[src/rtl/shift_digit_pipe.sv]
// Digit-granular shifter: one registered log-barrel stage per shift bit, SHIFT_W cycles of latency.
// A single global stall freezes every stage whenever the output holds an unconsumed result.
module shift_digit_pipe #(
  parameter int WIDTH     = 50,
  parameter int STEP      = 5,
  parameter int SHIFT_W   = 3,
  parameter int MAX_SHIFT = 4
) (
  input  logic               clk,
  input  logic               rst_n,
  input  logic               in_valid,
  output logic               in_ready,
  input  logic [WIDTH-1:0]   in_data,
  input  logic [SHIFT_W-1:0] in_shift,
  input  logic [1:0]         in_mode,
  input  logic [STEP-1:0]    in_fill,
  output logic               out_valid,
  input  logic               out_ready,
  output logic [WIDTH-1:0]   out_data,
  output logic               out_range_ok
);

  localparam int DIGITS = WIDTH / STEP;
  localparam logic [SHIFT_W-1:0] MAX_SHIFT_V = SHIFT_W'(MAX_SHIFT);

  localparam logic [1:0] MODE_LSR = 2'b00;
  localparam logic [1:0] MODE_ROR = 2'b01;
  localparam logic [1:0] MODE_ASR = 2'b10;
  localparam logic [1:0] MODE_LSL = 2'b11;

  if (WIDTH % STEP != 0) begin : g_bad_width
    $error("shift_digit_pipe: WIDTH must be a multiple of STEP");
  end
  if (MAX_SHIFT >= (1 << SHIFT_W)) begin : g_bad_max_shift
    $error("shift_digit_pipe: MAX_SHIFT must be below 2**SHIFT_W");
  end

  // Moves the word by amt digits. Right shifts and left shifts both take the
  // captured fill digit, so the arithmetic mode needs no special case here.
  function automatic logic [WIDTH-1:0] shift_digits(
    input logic [WIDTH-1:0] d,
    input logic [1:0]       mode,
    input logic [STEP-1:0]  fill,
    input int               amt
  );
    logic [WIDTH-1:0] r;
    int               src;
    int               rot;
    r   = '0;
    rot = amt % DIGITS;
    for (int i = 0; i < DIGITS; i++) begin
      case (mode)
        MODE_ROR: begin
          src = (i + rot) % DIGITS;
          r[i*STEP +: STEP] = d[src*STEP +: STEP];
        end
        MODE_LSL: begin
          src = (i >= amt) ? (i - amt) : 0;
          r[i*STEP +: STEP] = (i >= amt) ? d[src*STEP +: STEP] : fill;
        end
        default: begin
          src = (i + amt < DIGITS) ? (i + amt) : 0;
          r[i*STEP +: STEP] = (i + amt < DIGITS) ? d[src*STEP +: STEP] : fill;
        end
      endcase
    end
    return r;
  endfunction

  logic [WIDTH-1:0]   data_q  [SHIFT_W];
  logic [WIDTH-1:0]   data_d  [SHIFT_W];
  logic [SHIFT_W-1:0] shift_q [SHIFT_W];
  logic [SHIFT_W-1:0] shift_d [SHIFT_W];
  logic [1:0]         mode_q  [SHIFT_W];
  logic [1:0]         mode_d  [SHIFT_W];
  logic [STEP-1:0]    fill_q  [SHIFT_W];
  logic [STEP-1:0]    fill_d  [SHIFT_W];
  logic [SHIFT_W-1:0] vld_q, vld_d;
  logic [SHIFT_W-1:0] rok_q, rok_d;

  logic advance;

  assign advance      = !vld_q[SHIFT_W-1] || out_ready;
  assign in_ready     = advance;
  assign out_valid    = vld_q[SHIFT_W-1];
  assign out_data     = data_q[SHIFT_W-1];
  assign out_range_ok = rok_q[SHIFT_W-1];

  always_comb begin
    logic [WIDTH-1:0]   s_data;
    logic [SHIFT_W-1:0] s_shift;
    logic [1:0]         s_mode;
    logic [STEP-1:0]    s_fill;
    logic               s_vld;
    logic               s_rok;
    vld_d = '0;
    rok_d = '0;
    for (int k = 0; k < SHIFT_W; k++) begin
      if (k == 0) begin
        s_data  = in_data;
        s_shift = in_shift;
        s_mode  = in_mode;
        // Arithmetic mode replicates the sign digit instead of the supplied fill.
        s_fill  = (in_mode == MODE_ASR) ? in_data[WIDTH-1 -: STEP] : in_fill;
        s_vld   = in_valid;
        s_rok   = (in_shift <= MAX_SHIFT_V);
      end else begin
        s_data  = data_q[k-1];
        s_shift = shift_q[k-1];
        s_mode  = mode_q[k-1];
        s_fill  = fill_q[k-1];
        s_vld   = vld_q[k-1];
        s_rok   = rok_q[k-1];
      end
      data_d[k]  = s_shift[k] ? shift_digits(s_data, s_mode, s_fill, 1 << k) : s_data;
      shift_d[k] = s_shift;
      mode_d[k]  = s_mode;
      fill_d[k]  = s_fill;
      vld_d[k]   = s_vld;
      rok_d[k]   = s_rok;
    end
  end

  always_ff @(posedge clk or negedge rst_n) begin
    if (!rst_n) begin
      vld_q <= '0;
      rok_q <= '1;
      for (int k = 0; k < SHIFT_W; k++) begin
        data_q[k]  <= '0;
        shift_q[k] <= '0;
        mode_q[k]  <= MODE_LSR;
        fill_q[k]  <= '0;
      end
    end else if (advance) begin
      vld_q <= vld_d;
      rok_q <= rok_d;
      for (int k = 0; k < SHIFT_W; k++) begin
        data_q[k]  <= data_d[k];
        shift_q[k] <= shift_d[k];
        mode_q[k]  <= mode_d[k];
        fill_q[k]  <= fill_d[k];
      end
    end
  end

endmodule

[config.mk]
export PLATFORM = sky130hd
export DESIGN_NAME = shift_digit_pipe
export DESIGN_NICKNAME = d
export VERILOG_FILES = /design/src/rtl/shift_digit_pipe.sv
export SDC_FILE = /design/constraint.sdc
export NUM_CORES = 1
export LEC_CHECK = 0
export ABC_AREA = 1
export CORE_MARGIN = 3
export CORE_UTILIZATION = 30
export CTS_CLUSTER_DIAMETER = 50
export DETAILED_ROUTE_END_ITERATION = 8
export GPL_ROUTABILITY_DRIVEN = 0
export SETUP_SLACK_MARGIN = 0.02
export SYNTH_ARGS = -nofsm -noshare
export SYNTH_HDL_FRONTEND = slang
export SYNTH_SLANG_ARGS = --single-unit
[constraint.sdc]
create_clock -name clk -period 2.3 [get_ports clk]
set_clock_uncertainty 0.1 [all_clocks]
set_input_delay 0.46 -clock clk [delete_from_list [all_inputs] [get_ports clk]]
set_output_delay 0.46 -clock clk [all_outputs]
set_load 0.05 [all_outputs]
==> results.sh, run 1 <==
export IMPL_synth_edff_count=0
export IMPL_cts_clk_slew_worst_paths_ns=0.07
export IMPL_synth_cell_types=18
export IMPL_cp_max_fo=2
export IMPL_startpoint="out_data[21]"
export IMPL_drt_initial_drc_count=1083
export IMPL_critical_path_cell_chain="clkdlybuf4s50_1"
export IMPL_syn2layout_area_growth_pct=18.20
export IMPL_worstSetupPathType="reg2out"
export IMPL_path_depth=1
export IMPL_grt_max_degree=80
export IMPL_synthesis_instances=1528
export IMPL_async_flop_share_pct=100.0
export IMPL_numCtsBuffers=17
export IMPL_synth_fa_ha_area_share_pct=0
export IMPL_synth_area_mm2=0.01039
export IMPL_vdd_drop_max_mv=0.7405
export IMPL_finalCriticalPeriod_ns=2.229
export IMPL_syn_nets=1592
export IMPL_drc_errors=0
export IMPL_critical_path_max_stage_delay_ns=0.83
export IMPL_nNetsFinal=1615
export IMPL_hold_path_class="reg2reg"
export IMPL_ios=117
export IMPL_rsz0062_at_grt="false"
export IMPL_grt_pass1_vias=9187
export IMPL_synth_top_family_by_area="simple AND/OR/NAND/NOR gates"
export IMPL_portBuffers=116
export IMPL_htreeDepth=4
export IMPL_rows=67
export IMPL_yosys_mux_area_fraction_pct=0
export IMPL_r2r_slack_ns=0.42
export IMPL_fmax_mhz=448.6
export IMPL_drive_above_1_share_pct=4.923
export IMPL_fin_setup_tns_ns=0
export IMPL_tightest_slew_ns=0.7608
export IMPL_antenna_found_initial=0
export IMPL_grt_ovfl_total=0
export IMPL_num_antenna_cells=0
export IMPL_syn_area_per_cell_um2=6.800
export IMPL_use_met3_pct=3.486
export IMPL_initial_core_util_pct=30.68
export IMPL_arrival_ns=1.67
export IMPL_power_density_mw_per_mm2=1322
export IMPL_p_leak_nw=6.196
export IMPL_slew_headroom_pct=49.22
export IMPL_vias=9652
export IMPL_ys_flop_type="dfrtp_1"
export IMPL_cts_root_buf="clkbuf_16"
export IMPL_cts_num_sinks=173
export IMPL_clk_latency_ns=0.43
export IMPL_clock_path_buffers=2
export IMPL_yosysWarnings=0
export IMPL_synthXorXnorAreaFrac_pct=0
export IMPL_synth_compound_area_share_pct=17.61
export IMPL_chipHeight_um=192.1
export IMPL_status="finished, final reports clean"
export IMPL_grt_use_met1_pct=26.14
export IMPL_drt_first_pass_iters=5
export IMPL_timing_final_crit_share_pct=96.92
export IMPL_cp_buffers_inverters=1
export IMPL_endpoint_kind="output pin"
export IMPL_fp_dieW_um=192.1
export IMPL_dp_hpwl_um=24350
export IMPL_reg2regPathDepth=6
export IMPL_finalMaxSlewViolations=0
export IMPL_tritoncts="yes"
export IMPL_total_power_mw=16.24
export IMPL_finalSetupViolCount=0
export IMPL_grt_pass1_wl_um=51710
export IMPL_whs_ns=0.3491
export IMPL_hold_viol_final=0
export IMPL_drt_wirelength_per_cell_um=16.02
export IMPL_critPathSlowestCell="clkdlybuf4s50_1"
export IMPL_viasPerCell=4.797
export IMPL_seq_area_frac_synth_pct=41.70
export IMPL_track_usage_pct=17.83
export IMPL_synth_seq_cells=173
export IMPL_use_met2_pct=26.78
export IMPL_core_area_mm2=0.03387
export IMPL_endpoint="out_data[21]"
export IMPL_start_kind="register"
export IMPL_r2r_end="out_data[39]"
export IMPL_worstPathRequired_ns=1.74
export IMPL_crit_family="buffers and inverters"
export IMPL_routed_wl_um=32230
export IMPL_fill_cells=3639
export IMPL_maxCapViolCount=0
export IMPL_top_usage_layer="met2"
export IMPL_yosys_area_share_simple_pct=25.08
export IMPL_drtAntennaViolNets=0
export IMPL_fp_dieArea_mm2=0.03690
export IMPL_r2r_start="mode_d[1]"
-- tightest hold or removal path, cell delays in order, from the launching register on --
cell and delay [ns]:
dfrtp_1 0.33, inv_1 0.04, nand2_1 0.05
-- cells in the final DEF (no fill, tap or decap), types with 4 or more instances in the layout --
master,count
buf_12,12
clkdlybuf4s50_1,110
buf_4,21
nand3_1,50
nand2_1,463
dfrtp_1,169
o21ai_1,16
a21oi_1,126
o21ai_0,96
inv_6,4
o211ai_1,85
nor2_1,157
clkbuf_16,17
inv_1,211
-- where the power goes --
group	leakage [nW]	switching, mW	total (mW)	internal (mW)
Combinational	3.90	5.05	7.56	2.51
Sequential	2.01	1.38	5.72	4.34
Clock	0.289	1.30	2.96	1.66
-- sequential cells by signal, summed over array words and instances (netlist names) --
| name | cells |
|---|---|
| shift_d | 3 |
| rok_q | 3 |
| fill_d | 10 |
| out_data | 50 |
| vld_q | 3 |
| data_q | 100 |
| mode_d | 4 |
-- cell families (layout without fill, tap and decap cells) --
family / Yosys count / count (layout)
DFF: 173 / 173
AOI/OAI and AO/OA: 323 / 323
buffers and inverters: 357 / 393
and+or+nand+nor: 675 / 675
-- repair_timing --
action,in CTS,in global routing
buffers inserted,0,0
gates resized for setup,1,2
setup endpoints to repair,1,15
hold buffers,1,0
hold endpoints to repair,39,0
-- cells in the mapped netlist, types with 3 or more instances --
cell type / n / share of area (%)
o211ai_1: 85 / 6.1
o21ai_1: 16 / 0.77
clkbuf_1: 33 / 1.2
o21ai_0: 96 / 4.6
buf_2: 57 / 2.7
a21oi_1: 126 / 6.1
nor2_1: 158 / 5.7
inv_1: 211 / 7.6
nand2_1: 463 / 17
buf_6: 3 / 0.33
dfrtp_1: 170 / 41
buf_4: 50 / 3.6
dfstp_2: 3 / 0.76
nand3_1: 50 / 2.4
-- area by class of cell --
| cell class | count | area [um2] | share of cell area (%) |
|---|---|---|---|
| Inverter | 213 | 802.0 | 6.531 |
| Timing Repair Buffer | 148 | 1546 | 12.59 |
| Sequential cell | 173 | 4334 | 35.29 |
| Tap cell | 448 | 560.5 | 4.564 |
| Multi-Input combinational cell | 998 | 4443 | 36.18 |
| Clock inverter | 13 | 151.4 | 1.233 |
| Clock buffer | 19 | 442.9 | 3.607 |
-- layer usage --
| layer | wire (um) | share of wire, % |
|---|---|---|
| met2 | 13990 | 43 |
| met4 | 680 | 2.1 |
| met1 | 15480 | 48 |
| met3 | 2079 | 6.4 |
| met5 | 0 | 0 |
-- stage by stage --
step	worst slack (ns)	instance area, um2	util (%)	std cells
floorplan	0.4127	10390	-	1528
global placement	0.2599	11670	34.47	1979
detailed placement	0.2564	11670	34.47	1979
CTS	0.02708	12280	36.25	2012
global route	0.02022	12280	36.26	2012
finish	0.07074	12280	36.26	2012
-- worst min-delay path by stage --
stage              from     endpoint  slack [ns]  cells past startpoint
3_3_place_gp   vld_q[1]     vld_q[2]        0.33                      2
5_1_grt        vld_q[1]     vld_q[2]        0.39                      2
4_1_cts        vld_q[1]     vld_q[2]        0.36                      2
6_report       vld_q[1]     vld_q[2]        0.35                      2
3_5_place_dp   vld_q[1]     vld_q[2]        0.34                      2
2_1_floorplan     rst_n  data_q[100]        0.06                      0
Note: power is estimated with default switching activity, not from simulation.
==> run 2, diff against run 1 <==
Settings changed: GPL_TIMING_DRIVEN set to 0.
==> results.sh, run 2 (synthesis gave the netlist of run 1 again) <==
export IMPL_swShare_pct=48.16
export IMPL_critical_path_cell_chain="buf_4 > clkdlybuf4s50_1"
export IMPL_startpoint="out_data[29]"
export IMPL_r2r_end="data_q[86]"
export IMPL_fin_setup_tns_ns=0
export IMPL_fp_dieW_um=192.1
export IMPL_pre_cts_slack_ns=-0.8620
export IMPL_finalSetupViolCount=0
export IMPL_drive_above_1_share_pct=9.015
export IMPL_cp_buffers_inverters=2
export IMPL_endpoint="out_data[29]"
export IMPL_viasPerCell=4.967
export IMPL_vias=10550
export IMPL_reg2regPathDepth=7
export IMPL_chipHeight_um=192.1
export IMPL_combPwrFrac_pct=49.3
export IMPL_crit_family="buffers and inverters"
export IMPL_multiInputGateArea_mm2=0.004441
export IMPL_initial_core_util_pct=30.68
export IMPL_grt_pass1_vias=10160
export IMPL_nNetsFinal=1726
export IMPL_cts_root_buf="clkbuf_16"
export IMPL_drc_errors=0
export IMPL_dpl_cell_area_mm2=0.01212
export IMPL_power_switching_mw=8.242
export IMPL_antenna_found_initial=0
export IMPL_min_from="vld_q[1]"
export IMPL_clock_path_buffers=2
export IMPL_cp_max_fo=2
export IMPL_min_path_cells=2
export IMPL_core_area_mm2=0.03387
export IMPL_post_cts_repair_setup_buffers=0
export IMPL_p_leak_nw=6.829
export IMPL_r2r_start="vld_q[2]"
export IMPL_vdd_drop_max_mv=0.7227
export IMPL_fmax_mhz=446.2
export IMPL_endpoint_kind="output pin"
export IMPL_worstPathRequired_ns=1.74
export IMPL_timing_final_crit_share_pct=97.45
export IMPL_layout_commonest_cell="nand2_1"
export IMPL_register_area_mm2=0.004333
export IMPL_maxCapViolCount=0
export IMPL_hold_viol_final=0
export IMPL_numCtsBuffers=17
export IMPL_setup_slack_ns=0.05864
export IMPL_grt_ovfl_total=0
export IMPL_arrival_ns=1.68
export IMPL_critical_path_max_stage_delay_ns=0.78
export IMPL_worstSetupPathType="reg2out"
export IMPL_tritoncts="yes"
export IMPL_routed_wl_um=36940
export IMPL_track_usage_pct=20.20
export IMPL_path_depth=2
export IMPL_rows=67
export IMPL_slew_headroom_pct=47.80
export IMPL_stdcell_area_mm2=0.01280
export IMPL_clk_latency_ns=0.44
export IMPL_clkPwrFrac_pct=17.4
export IMPL_fill_cells=3667
export IMPL_r2r_slack_ns=0.46
export IMPL_htreeDepth=4
export IMPL_critPathSlowestCell="clkdlybuf4s50_1"
export IMPL_tightest_slew_ns=0.7830
export IMPL_status="finished, final reports clean"
export IMPL_pwr_share_seq_pct=33.3
export IMPL_drt_first_pass_iters=6
export IMPL_final_cell_mix="463 x nand2_1, 211 x inv_1, 170 x dfrtp_1"
export IMPL_drtAntennaViolNets=0
export IMPL_dp_hpwl_um=28880
export IMPL_grt_pass1_wl_um=57330
export IMPL_cts_num_sinks=173
export IMPL_intPower_mw=8.870
export IMPL_drt_wirelength_per_cell_um=17.40
export IMPL_whs_ns=0.3654
export IMPL_rsz0062_at_grt="false"
export IMPL_cts_clk_slew_worst_paths_ns=0.07
export IMPL_finalMaxSlewViolations=0
export IMPL_fp_dieArea_mm2=0.03690
export IMPL_syn2layout_area_growth_pct=23.17
export IMPL_top_register="data_q"
export IMPL_hold_path_class="reg2reg"
export IMPL_ios=117
export IMPL_fin_util_pct=37.79
export IMPL_portBuffers=114
export IMPL_drt_initial_drc_count=1103
export IMPL_power_density_mw_per_mm2=1337
export IMPL_largest_reg_flops=100
export IMPL_num_antenna_cells=0
export IMPL_finalCriticalPeriod_ns=2.241
export IMPL_grt_max_degree=97
export IMPL_start_kind="register"
==> run 2: power by group through the flow <==
stage,registers (mW),clock network (mW),logic [mW]
detailed placement,5.69,0,8.48
global route,5.83,3.12,9.25
global placement,5.68,0,8.41
floorplan,5.10,0,5.99
finish,5.70,2.98,8.44
CTS,5.64,3.02,8.46
==> run 2: what timing repair did <==
item                                   4_1_cts  5_1_grt
hold buffers                                 1        0
gates resized for setup                     26       33
endpoints found under the hold margin       65        0
pin swaps                                    1        0
setup endpoints to repair                   15       34
==> run 2: area by class of cell <==
cell class / count / area share (%)
Timing Repair Buffer: 116 / 9.767
Inverter: 213 / 6.267
Multi-Input combinational cell: 998 / 34.70
Buffer: 143 / 6.433
Clock buffer: 19 / 3.383
Sequential cell: 173 / 33.86
Tap cell: 448 / 4.380
Clock inverter: 13 / 1.212
==> run 2: metrics by stage <==
step | total power [mW] | instances
2_1_floorplan | 11.09 | 1528
3_5_place_dp | 14.18 | 2091
4_1_cts | 17.11 | 2124
3_3_place_gp | 14.09 | 2090
6_report | 17.11 | 2123
5_1_grt | 18.20 | 2123
==> run 2: worst min path at each step <==
stage / end
2_1_floorplan: data_q[100]
3_3_place_gp: vld_q[2]
3_5_place_dp: vld_q[2]
4_1_cts: vld_q[2]
5_1_grt: vld_q[2]
6_report: vld_q[2]
==> run 2: worst min-delay path, stage by stage, from the launching register on <==
cell     delay [ns]
dfrtp_1        0.33
inv_1          0.05
nand2_1        0.06
==> run 2: per-layer routing <==
layer	share of wire (%)	wire [um]	track usage [%]	up-vias
met4	3.7	1349	7.957	0
li1	-	-	-	5014
met2	45	16680	32.17	558
met3	8.2	3037	2.975	89
met1	43	15870	27.64	4884
met5	0	0	0	-
==> run 3, diff against run 2 <==
Settings changed: CTS_BUF_LIST set to sky130_fd_sc_hd__clkbuf_4.
==> results.sh, run 3 (synthesis gave the netlist of run 1 again) <==
export IMPL_drtAntennaViolNets=0
export IMPL_maxCapViolCount=0
export IMPL_fp_dieW_um=192.1
export IMPL_status="finished, final reports clean"
export IMPL_htreeDepth=4
export IMPL_fin_setup_tns_ns=0
export IMPL_nNetsFinal=1738
export IMPL_hold_viol_final=0
export IMPL_finalMaxSlewViolations=0
export IMPL_vdd_drop_max_mv=0.6989
export IMPL_min_path_cells=3
export IMPL_largest_reg_flops=100
export IMPL_cts_num_sinks=173
export IMPL_hold_path_class="in2reg"
export IMPL_grt_ovfl_total=0
export IMPL_tightest_slew_ns=0.7781
export IMPL_reg2regPathDepth=11
export IMPL_track_usage_pct=20.10
export IMPL_final_cell_mix="463 x nand2_1, 211 x inv_1, 170 x dfrtp_1"
export IMPL_setup_slack_ns=0.07183
export IMPL_r2r_slack_ns=0.21
export IMPL_total_power_mw=15.91
export IMPL_clk_latency_ns=0.62
export IMPL_endpoint_kind="output pin"
export IMPL_core_area_mm2=0.03387
export IMPL_routed_wl_um=36900
export IMPL_critPathSlowestCell="dfrtp_1"
export IMPL_portBuffers=114
export IMPL_fill_cells=3699
export IMPL_drt_wirelength_per_cell_um=17.27
export IMPL_drt_initial_drc_count=974
export IMPL_vias=10600
export IMPL_rows=67
export IMPL_drc_errors=0
export IMPL_critical_path_cell_chain="inv_1 > nor2_4 > clkinv_4 > buf_8 > buf_6"
export IMPL_register_area_mm2=0.004333
export IMPL_grt_max_degree=97
export IMPL_chipHeight_um=192.1
export IMPL_initial_core_util_pct=30.68
export IMPL_cts_clk_slew_worst_paths_ns=0.17
export IMPL_fmax_mhz=448.8
export IMPL_critical_path_max_stage_delay_ns=0.38
export IMPL_worstPathRequired_ns=1.74
export IMPL_slew_headroom_pct=48.12
export IMPL_numCtsBuffers=17
export IMPL_grt_pass1_vias=10120
export IMPL_syn2layout_area_growth_pct=20.18
export IMPL_arrival_ns=1.67
export IMPL_drive_above_1_share_pct=9.840
export IMPL_ios=117
export IMPL_r2r_start="vld_q[2]"
export IMPL_fp_dieArea_mm2=0.03690
export IMPL_rsz0062_at_grt="true"
export IMPL_dp_hpwl_um=28880
export IMPL_drt_first_pass_iters=6
export IMPL_cp_max_fo=5
export IMPL_clock_path_buffers=2
export IMPL_timing_final_crit_share_pct=96.88
export IMPL_power_density_mw_per_mm2=1274
export IMPL_viasPerCell=4.958
export IMPL_tritoncts="yes"
export IMPL_fin_util_pct=36.87
export IMPL_r2r_end="data_q[140]"
export IMPL_start_kind="register"
export IMPL_min_from="in_valid"
export IMPL_multiInputGateArea_mm2=0.004441
export IMPL_finalSetupViolCount=0
export IMPL_layout_commonest_cell="nand2_1"
export IMPL_finalCriticalPeriod_ns=2.228
export IMPL_grt_pass1_wl_um=57120
export IMPL_pre_cts_slack_ns=-0.8620
export IMPL_cts_root_buf="clkbuf_4"
export IMPL_top_register="data_q"
export IMPL_p_leak_nw=6.501
export IMPL_hold_path_end="vld_q[0]"
export IMPL_antenna_found_initial=1
export IMPL_worstSetupPathType="reg2out"
-- run 3: changes by cell type in the layout (fill, tap and decap cells not counted), sizes merged --
| cell | previous run | this run |
|---|---|---|
| dlymetal6s2s | 33 | 0 |
| diode | 0 | 2 |
| clkdlybuf4s50 | 65 | 60 |
| clkinv | 3 | 4 |
| dlygate4sd2 | 14 | 46 |
| buf | 113 | 125 |
| inv | 219 | 218 |
| clkdlybuf4s15 | 0 | 6 |
-- run 3: layout make-up --
cell class / count / share of cell area [%]
diodes: 2 / 0.04008
plain buffers: 143 / 6.623
clock buffers: 19 / 1.142
clock inverters: 13 / 1.242
inverters: 213 / 6.443
multi-input cells: 998 / 35.56
flip-flops and latches: 173 / 34.70
well taps: 448 / 4.489
repair buffers: 128 / 9.760
-- run 3: per-stage QoR --
stage                     hold slack (ns)  cell area (um2)  std cells
after global placement             0.3339            12090       2090
after CTS                          0.2289            12390       2124
final                              0.2486            12490       2137
after global routing               0.2530            12490       2137
after floorplan                   0.06441            10390       1528
after detailed placement           0.3497            12120       2091
-- run 3: worst max path at each step --
stage | start | to | depth (start not counted)
floorplan | vld_q[2] | in_ready | 5
global placement | rst_n | data_q[128] | 1
detailed placement | out_ready | in_ready | 6
CTS | vld_q[2] | in_ready | 6
global route | vld_q[2] | in_ready | 5
finish | vld_q[2] | in_ready | 5
-- run 3: power by group --
part	internal, mW	switching [mW]
clock network	0.699	1.21
logic	2.78	5.55
registers	4.32	1.36
-- run 3: repair_timing --
| action | 4_1_cts | 5_1_grt |
|---|---|---|
| endpoints found under the setup margin | 53 | 6 |
| hold buffers | 1 | 0 |
| gates cloned | 0 | 0 |
| endpoints found under the hold margin | 95 | 0 |
| pin swaps | 0 | 1 |
| buffers inserted | 0 | 12 |
| gates resized for setup | 67 | 8 |
-- run 3: metal layers --
| metal | GRT usage, % | vias up | routed length [um] | part of all wire (%) |
|---|---|---|---|---|
| li1 | - | 5035 | - | - |
| met1 | 27.59 | 4904 | 16080 | 44 |
| met4 | 7.705 | 0 | 1444 | 3.9 |
| met2 | 31.68 | 565 | 16380 | 44 |
| met3 | 3.431 | 92 | 2988 | 8.1 |
| met5 | 0 | - | 0 | 0 |
-- run 3: critical path: cells and delay by family (launching register included) --
kind	cells	cell delay [ns]
buffers and inverters	4	0.46
DFF	1	0.38
and+or+nand+nor	1	0.20
